==> src/rtl/list_sum_ctrl_if.sv <==
// Handshake and datapath-strobe bundle between the list-sum controller and its
// host/datapath side.
interface list_sum_ctrl_if #(
  parameter int CNT_W = 5
);
  logic             start;
  logic             NEXT_ZERO;
  logic             SUM_SEL;
  logic             NEXT_SEL;
  logic             A_SEL;
  logic             LD_SUM;
  logic             LD_NEXT;
  logic             busy;
  logic             done;
  logic             err;
  logic [CNT_W-1:0] node_cnt;

  modport master (
    output start, NEXT_ZERO,
    input  SUM_SEL, NEXT_SEL, A_SEL, LD_SUM, LD_NEXT, busy, done, err, node_cnt
  );

  modport slave (
    input  start, NEXT_ZERO,
    output SUM_SEL, NEXT_SEL, A_SEL, LD_SUM, LD_NEXT, busy, done, err, node_cnt
  );
endinterface

==> src/rtl/list_sum_ctrl.sv <==
// Control FSM for the linked-list summing datapath: clears SUM/NEXT, then
// alternates pointer fetch and value accumulate until a null pointer or the loop guard.
module list_sum_ctrl #(
  parameter int MAX_NODES = 8,
  parameter int CNT_W     = 5
) (
  input logic            clk,
  input logic            rst,
  list_sum_ctrl_if.slave bus
);

  typedef enum logic [2:0] {
    S_IDLE,
    S_INIT,
    S_FETCH,
    S_ACCUM,
    S_DONE,
    S_ERR
  } state_t;

  localparam logic [CNT_W-1:0] MAX_CNT = CNT_W'(MAX_NODES);

  state_t           state;
  state_t           state_nxt;
  logic [CNT_W-1:0] cnt;
  logic             at_limit;
  logic             take_node;

  assign at_limit  = (cnt == MAX_CNT);
  assign take_node = (state == S_FETCH) && !bus.NEXT_ZERO && !at_limit;

  always_ff @(posedge clk) begin
    if (!rst) begin
      state <= S_IDLE;
    end else begin
      state <= state_nxt;
    end
  end

  // Counter holds after DONE/ERR so the host can read the node count until the next walk.
  always_ff @(posedge clk) begin
    if (!rst) begin
      cnt <= '0;
    end else if (state == S_INIT) begin
      cnt <= '0;
    end else if (take_node) begin
      cnt <= cnt + CNT_W'(1);
    end
  end

  always_comb begin
    state_nxt = state;
    case (state)
      S_IDLE:  if (bus.start) state_nxt = S_INIT;
      S_INIT:  state_nxt = S_FETCH;
      S_FETCH: begin
        if (bus.NEXT_ZERO)  state_nxt = S_DONE;
        else if (at_limit)  state_nxt = S_ERR;
        else                state_nxt = S_ACCUM;
      end
      S_ACCUM: state_nxt = S_FETCH;
      S_DONE:  state_nxt = S_IDLE;
      S_ERR:   state_nxt = S_IDLE;
      default: state_nxt = S_IDLE;
    endcase
  end

  // LD_NEXT in FETCH is the only output that looks past the state register.
  always_comb begin
    bus.SUM_SEL  = 1'b0;
    bus.NEXT_SEL = 1'b0;
    bus.A_SEL    = 1'b0;
    bus.LD_SUM   = 1'b0;
    bus.LD_NEXT  = 1'b0;
    bus.busy     = 1'b0;
    bus.done     = 1'b0;
    bus.err      = 1'b0;
    case (state)
      S_INIT: begin
        bus.LD_SUM  = 1'b1;
        bus.LD_NEXT = 1'b1;
        bus.busy    = 1'b1;
      end
      S_FETCH: begin
        bus.NEXT_SEL = 1'b1;
        bus.LD_NEXT  = take_node;
        bus.busy     = 1'b1;
      end
      S_ACCUM: begin
        bus.A_SEL   = 1'b1;
        bus.SUM_SEL = 1'b1;
        bus.LD_SUM  = 1'b1;
        bus.busy    = 1'b1;
      end
      S_DONE: begin
        bus.done = 1'b1;
      end
      S_ERR: begin
        bus.done = 1'b1;
        bus.err  = 1'b1;
      end
      default: ;
    endcase
  end

  assign bus.node_cnt = cnt;

endmodule

==> src/flat_wrapper.sv <==
// flat-port wrapper written by rule: the top's interface ports become plain ports
module list_sum_ctrl_flat 
#(
  parameter int MAX_NODES = 8,
  parameter int CNT_W     = 5
)
  (clk, rst, bus_start, bus_NEXT_ZERO, bus_SUM_SEL, bus_NEXT_SEL, bus_A_SEL, bus_LD_SUM, bus_LD_NEXT, bus_busy, bus_done, bus_err, bus_node_cnt);
  list_sum_ctrl_if #(.CNT_W(CNT_W)) bus_i ();
  input logic clk;
  input logic rst;
  input wire logic [$bits(bus_i.start)-1:0] bus_start;
  input wire logic [$bits(bus_i.NEXT_ZERO)-1:0] bus_NEXT_ZERO;
  output wire logic [$bits(bus_i.SUM_SEL)-1:0] bus_SUM_SEL;
  output wire logic [$bits(bus_i.NEXT_SEL)-1:0] bus_NEXT_SEL;
  output wire logic [$bits(bus_i.A_SEL)-1:0] bus_A_SEL;
  output wire logic [$bits(bus_i.LD_SUM)-1:0] bus_LD_SUM;
  output wire logic [$bits(bus_i.LD_NEXT)-1:0] bus_LD_NEXT;
  output wire logic [$bits(bus_i.busy)-1:0] bus_busy;
  output wire logic [$bits(bus_i.done)-1:0] bus_done;
  output wire logic [$bits(bus_i.err)-1:0] bus_err;
  output wire logic [$bits(bus_i.node_cnt)-1:0] bus_node_cnt;
  assign bus_i.start = bus_start;
  assign bus_i.NEXT_ZERO = bus_NEXT_ZERO;
  assign bus_SUM_SEL = bus_i.SUM_SEL;
  assign bus_NEXT_SEL = bus_i.NEXT_SEL;
  assign bus_A_SEL = bus_i.A_SEL;
  assign bus_LD_SUM = bus_i.LD_SUM;
  assign bus_LD_NEXT = bus_i.LD_NEXT;
  assign bus_busy = bus_i.busy;
  assign bus_done = bus_i.done;
  assign bus_err = bus_i.err;
  assign bus_node_cnt = bus_i.node_cnt;
  list_sum_ctrl #(.MAX_NODES(MAX_NODES), .CNT_W(CNT_W)) u_core (.clk(clk), .rst(rst), .bus(bus_i));
endmodule
==> config.mk <==
export PLATFORM = sky130hd
export DESIGN_NAME = list_sum_ctrl_flat
export DESIGN_NICKNAME = d
export VERILOG_FILES = /design/src/rtl/list_sum_ctrl_if.sv /design/src/rtl/list_sum_ctrl.sv /design/src/flat_wrapper.sv
export SDC_FILE = /design/constraint.sdc
export NUM_CORES = 1
export LEC_CHECK = 0
export ABC_AREA = 1
export CORE_MARGIN = 5
export CORE_UTILIZATION = 28
export CTS_CLUSTER_DIAMETER = 150
export DETAILED_ROUTE_END_ITERATION = 8
export MAX_ROUTING_LAYER = met4
export PLACE_DENSITY = 0.6
export SYNTH_ARGS = -nofsm -noshare
export SYNTH_HDL_FRONTEND = slang
export SYNTH_SLANG_ARGS = --single-unit
==> constraint.sdc <==
create_clock -name clk -period 1.2 [get_ports clk]
set_input_delay 0.24 -clock clk [delete_from_list [all_inputs] [get_ports clk]]
set_output_delay 0.24 -clock clk [all_outputs]
set_load 0.02 [all_outputs]
==> impl_metrics.yaml <==
status:
  status: "complete, but fails checks"
  failing_checks: "negative setup slack"
detailed_routing:
  route.detailed.vias_per_inst: 4.35
  vias: 592
  drt_iter0_markers: 5
  routed_wire_length_per_instance_um: 10.6
  detail-route-antenna-nets: 0
  finalWirelength_um: 1440
  drc_errors: 0
  firstDrtPassIters: 2
power_and_ir_drop:
  internal_power_w: 0.000603
  p_comb_share_pct: 42.4
  power_density_normalized_to_cell_area_mw_per_mm2: 915
  relative_contribution_of_sequential_cells_to_total_power_pct: 32.5
  power.clock.fraction_pct: 25.1
  p_leak_nw: 0.443
  power.share.switching_pct: 33.6
  vdd_drop_max_uv: 562
  fin_total_pwr_w: 0.000908
  p_switching_w: 0.000305
synth:
  mappedNetlistArea_um2: 493
  post_synthesis_sequential_element_count: 8
  ys_types: 20
  average_size_of_a_mapped_cell_um2: 6.94
  share_of_the_yosys_chip_area_belonging_to_registers_pct: 32.5
  netlist_instances: 71
  async_s_r_ff_share_synth_pct: 0
  synth_ff_type: "sky130_fd_sc_hd__dfxtp_1"
  synth_enable_flop_cells: 0
  synthMostInstantiatedCell: "sky130_fd_sc_hd__nand2_1"
  syn_nets: 77
  synth_largest_type_area_fraction_pct: 32.5
  synth_area_leader_cell: "sky130_fd_sc_hd__dfxtp_1"
  netlist_top_cells_area: "sky130_fd_sc_hd__dfxtp_1, sky130_fd_sc_hd__nand2_1, sky130_fd_sc_hd__inv_1, sky130_fd_sc_hd__nand3_1, sky130_fd_sc_hd__a21oi_1"
  synth.yosys.warnings: 0
  ys_top_cells_by_count: "sky130_fd_sc_hd__nand2_1, sky130_fd_sc_hd__inv_1, sky130_fd_sc_hd__dfxtp_1"
flow_run:
  max_cap_viol_count: 0
worst_setup_path:
  crit_path_max_fanout: 2
  endpoint_class_of_the_critical_path: "primary output"
  cp_data_arrival_time_ns: 1.21
  path_class: "flip-flop to primary output"
  cp_common_cell: "sky130_fd_sc_hd__nand2_4"
  critPathRequiredTime_ns: 0.96
  worst_path_max_delay_cell: "sky130_fd_sc_hd__dfxtp_4"
  crit_path_start_kind: "flip-flop"
  crit_path_cell_trace: "inv_4, ha_4, nand2_2, inv_2, nand2_4, nand3_4, nand2_4, buf_6"
  worst_path_largest_cell_delay_ns: 0.36
grt:
  use_met2_pct: 20.5
  grt_pass1_vias: 551
  grt.busiest_layer: "met2"
  grt.total_usage_pct: 12.4
  grt_max_degree: 8
  grt_antenna_before_repair: 0
  grt.overflow.total: 0
  grt_first_pass_wirelength_um: 2380
  grt_use_met3_pct: 2.58
  grt_util_met1_pct: 13.9
sta:
  final.hold.worst_slack_ns: 0.597
  setup_viol_count_final: 14
  rsz0062_at_grt: "yes"
  max_freq_ghz: 0.691
  tightest_slew_ns: 0.174
  fin_crit_sh_pct: 121
  finalClockSkew_ns: 0.0115
  relSlewSlack_pct: 88.3
  finalWorstSetupSlack_ns: -0.247
  timing.final.hold_violations: 0
  finalMaxSlewViolations: 0
  period_minus_slack_ns: 1.45
cts:
  cts.root.buffer_cell: "sky130_fd_sc_hd__clkbuf_4"
  insertion_delay_ns: 0.26
  cts.sinks: 8
  postCtsHoldBufs: 0
  max-clock-path-buffers: 2
  cts_buffers: 3
  cts_tree: "yes"
  clkSlewWorstSetupHoldPaths_ns: 0.06
  clock_tree.htree_level_count: 1
cells_and_area:
  drive_above_1_share_pct: 64.9
  nNetsFinal: 118
  n_antenna_cell: 0
  synthToLayoutAreaGrowth_pct: 101
  instances_no_fill: 136
  finish.instance_area_um2: 992
  final.fill_count: 163
floorplanning:
  row_count: 15
  io_pins: 17
  design.core.area_mm2: 0.00171
  die-width_um: 52.0
  floorplan.initialDensity_pct: 28.9
  die-area_mm2: 0.00270
  die-height_um: 52.0
place:
  placement.io_buffers: 16
  detailedPlacementHpwl_um: 1110
  dp_cells: 129
  finalWeightedCongestion: 0.760
  post_dp_cell_area_um2: 828
  place_ws_ns: -0.585
hold_path:
  worst_min_delay_path_category: "input port to flip-flop"
==> cell usage in the layout, fill, tap and decap left out, drive strengths merged <==
| master | instances |
|---|---|
| inv | 14 |
| nand3 | 8 |
| o21ai | 3 |
| clkdlybuf4s50 | 3 |
| clkbuf | 4 |
| a21oi | 5 |
| dfxtp | 8 |
| buf | 35 |
| a211oi | 1 |
| ha | 2 |
| xor2 | 1 |
| nand2 | 14 |
| nand4 | 2 |
| nor2 | 10 |
| nor3 | 1 |
==> sequential cells by signal, summed over array words and instances (netlist names) <==
register,cells
u_core.bus.node_cnt,5
u_core.state,3
==> cell type report <==
type	instances	area (um^2)	area share (%)
Multi-Input combinational cell	47	364	36.7
Timing Repair Buffer	38	339	34.2
Sequential cell	8	171	17.3
Inverter	14	60.1	6.05
Tap cell	25	31.3	3.15
Clock buffer	4	26.3	2.65
==> metal layers <==
metal	vias up	part of all wire [%]
li1	304	-
met1	266	44
met2	19	49
met3	3	5.1
met4	0	2.1
met5	-	0
==> logic make-up (layout without fill, tap and decap cells) <==
group                    after synthesis  count (layout)  share of synthesized area, %
AND/OR/NAND/NOR                       35              35                          36.5
adder cells (fa/ha/maj)                2               2                          5.08
AO/OA/AOI/OAI                          9               9                          9.64
flip-flops                             8               8                          32.5
buffers and inverters                 16              56                          14.5
XOR/XNOR                               1               1                          1.78
==> power groups by stage <==
stage | Sequential [W] | Clock, W | Combinational (W)
final | 0.000295 | 0.000228 | 0.000385
after detailed placement | 0.000295 | 0 | 0.000298
after global placement | 0.000295 | 0 | 0.000294
after global routing | 0.000296 | 0.000260 | 0.000413
after floorplan | 0.000304 | 0 | 0.000131
after CTS | 0.000292 | 0.000237 | 0.000346
==> path summary, 6_finish.rpt <==
path	from	endpoint	slack, ns	cells past startpoint
min	rst	u_core.state[1]	0.60	3
min reg2reg	u_core.bus.node_cnt[0]	u_core.bus.node_cnt[0]	0.60	3
max	u_core.bus.node_cnt[0]	bus_LD_NEXT	-0.25	8
max reg2reg	u_core.bus.node_cnt[0]	u_core.bus.node_cnt[0]	-0.14	10
==> repair_timing <==
item | CTS | global route
pin swaps | 7 | 8
setup buffers | 3 | 1
endpoints found under the setup margin | 18 | 16
gates resized for setup | 80 | 26
==> stage by stage <==
| step | TNS [ns] | utilization (%) |
|---|---|---|
| 6_report | -1.24 | 58.1 |
| 5_1_grt | -2.00 | 58.1 |
| 4_1_cts | -1.14 | 52.6 |
| 3_5_place_dp | -4.14 | 48.5 |
| 3_3_place_gp | -3.79 | 48.5 |
| 2_1_floorplan | -0.121 | - |
==> critical path: cells and delay by family, from the launching register on <==
family	cells	cell delay (ns)
adder cells (fa/ha/maj)	1	0.15
buffers and inverters	3	0.19
flip-flops	1	0.36
AND/OR/NAND/NOR	4	0.25
Note: power is estimated with default switching activity, not from simulation.
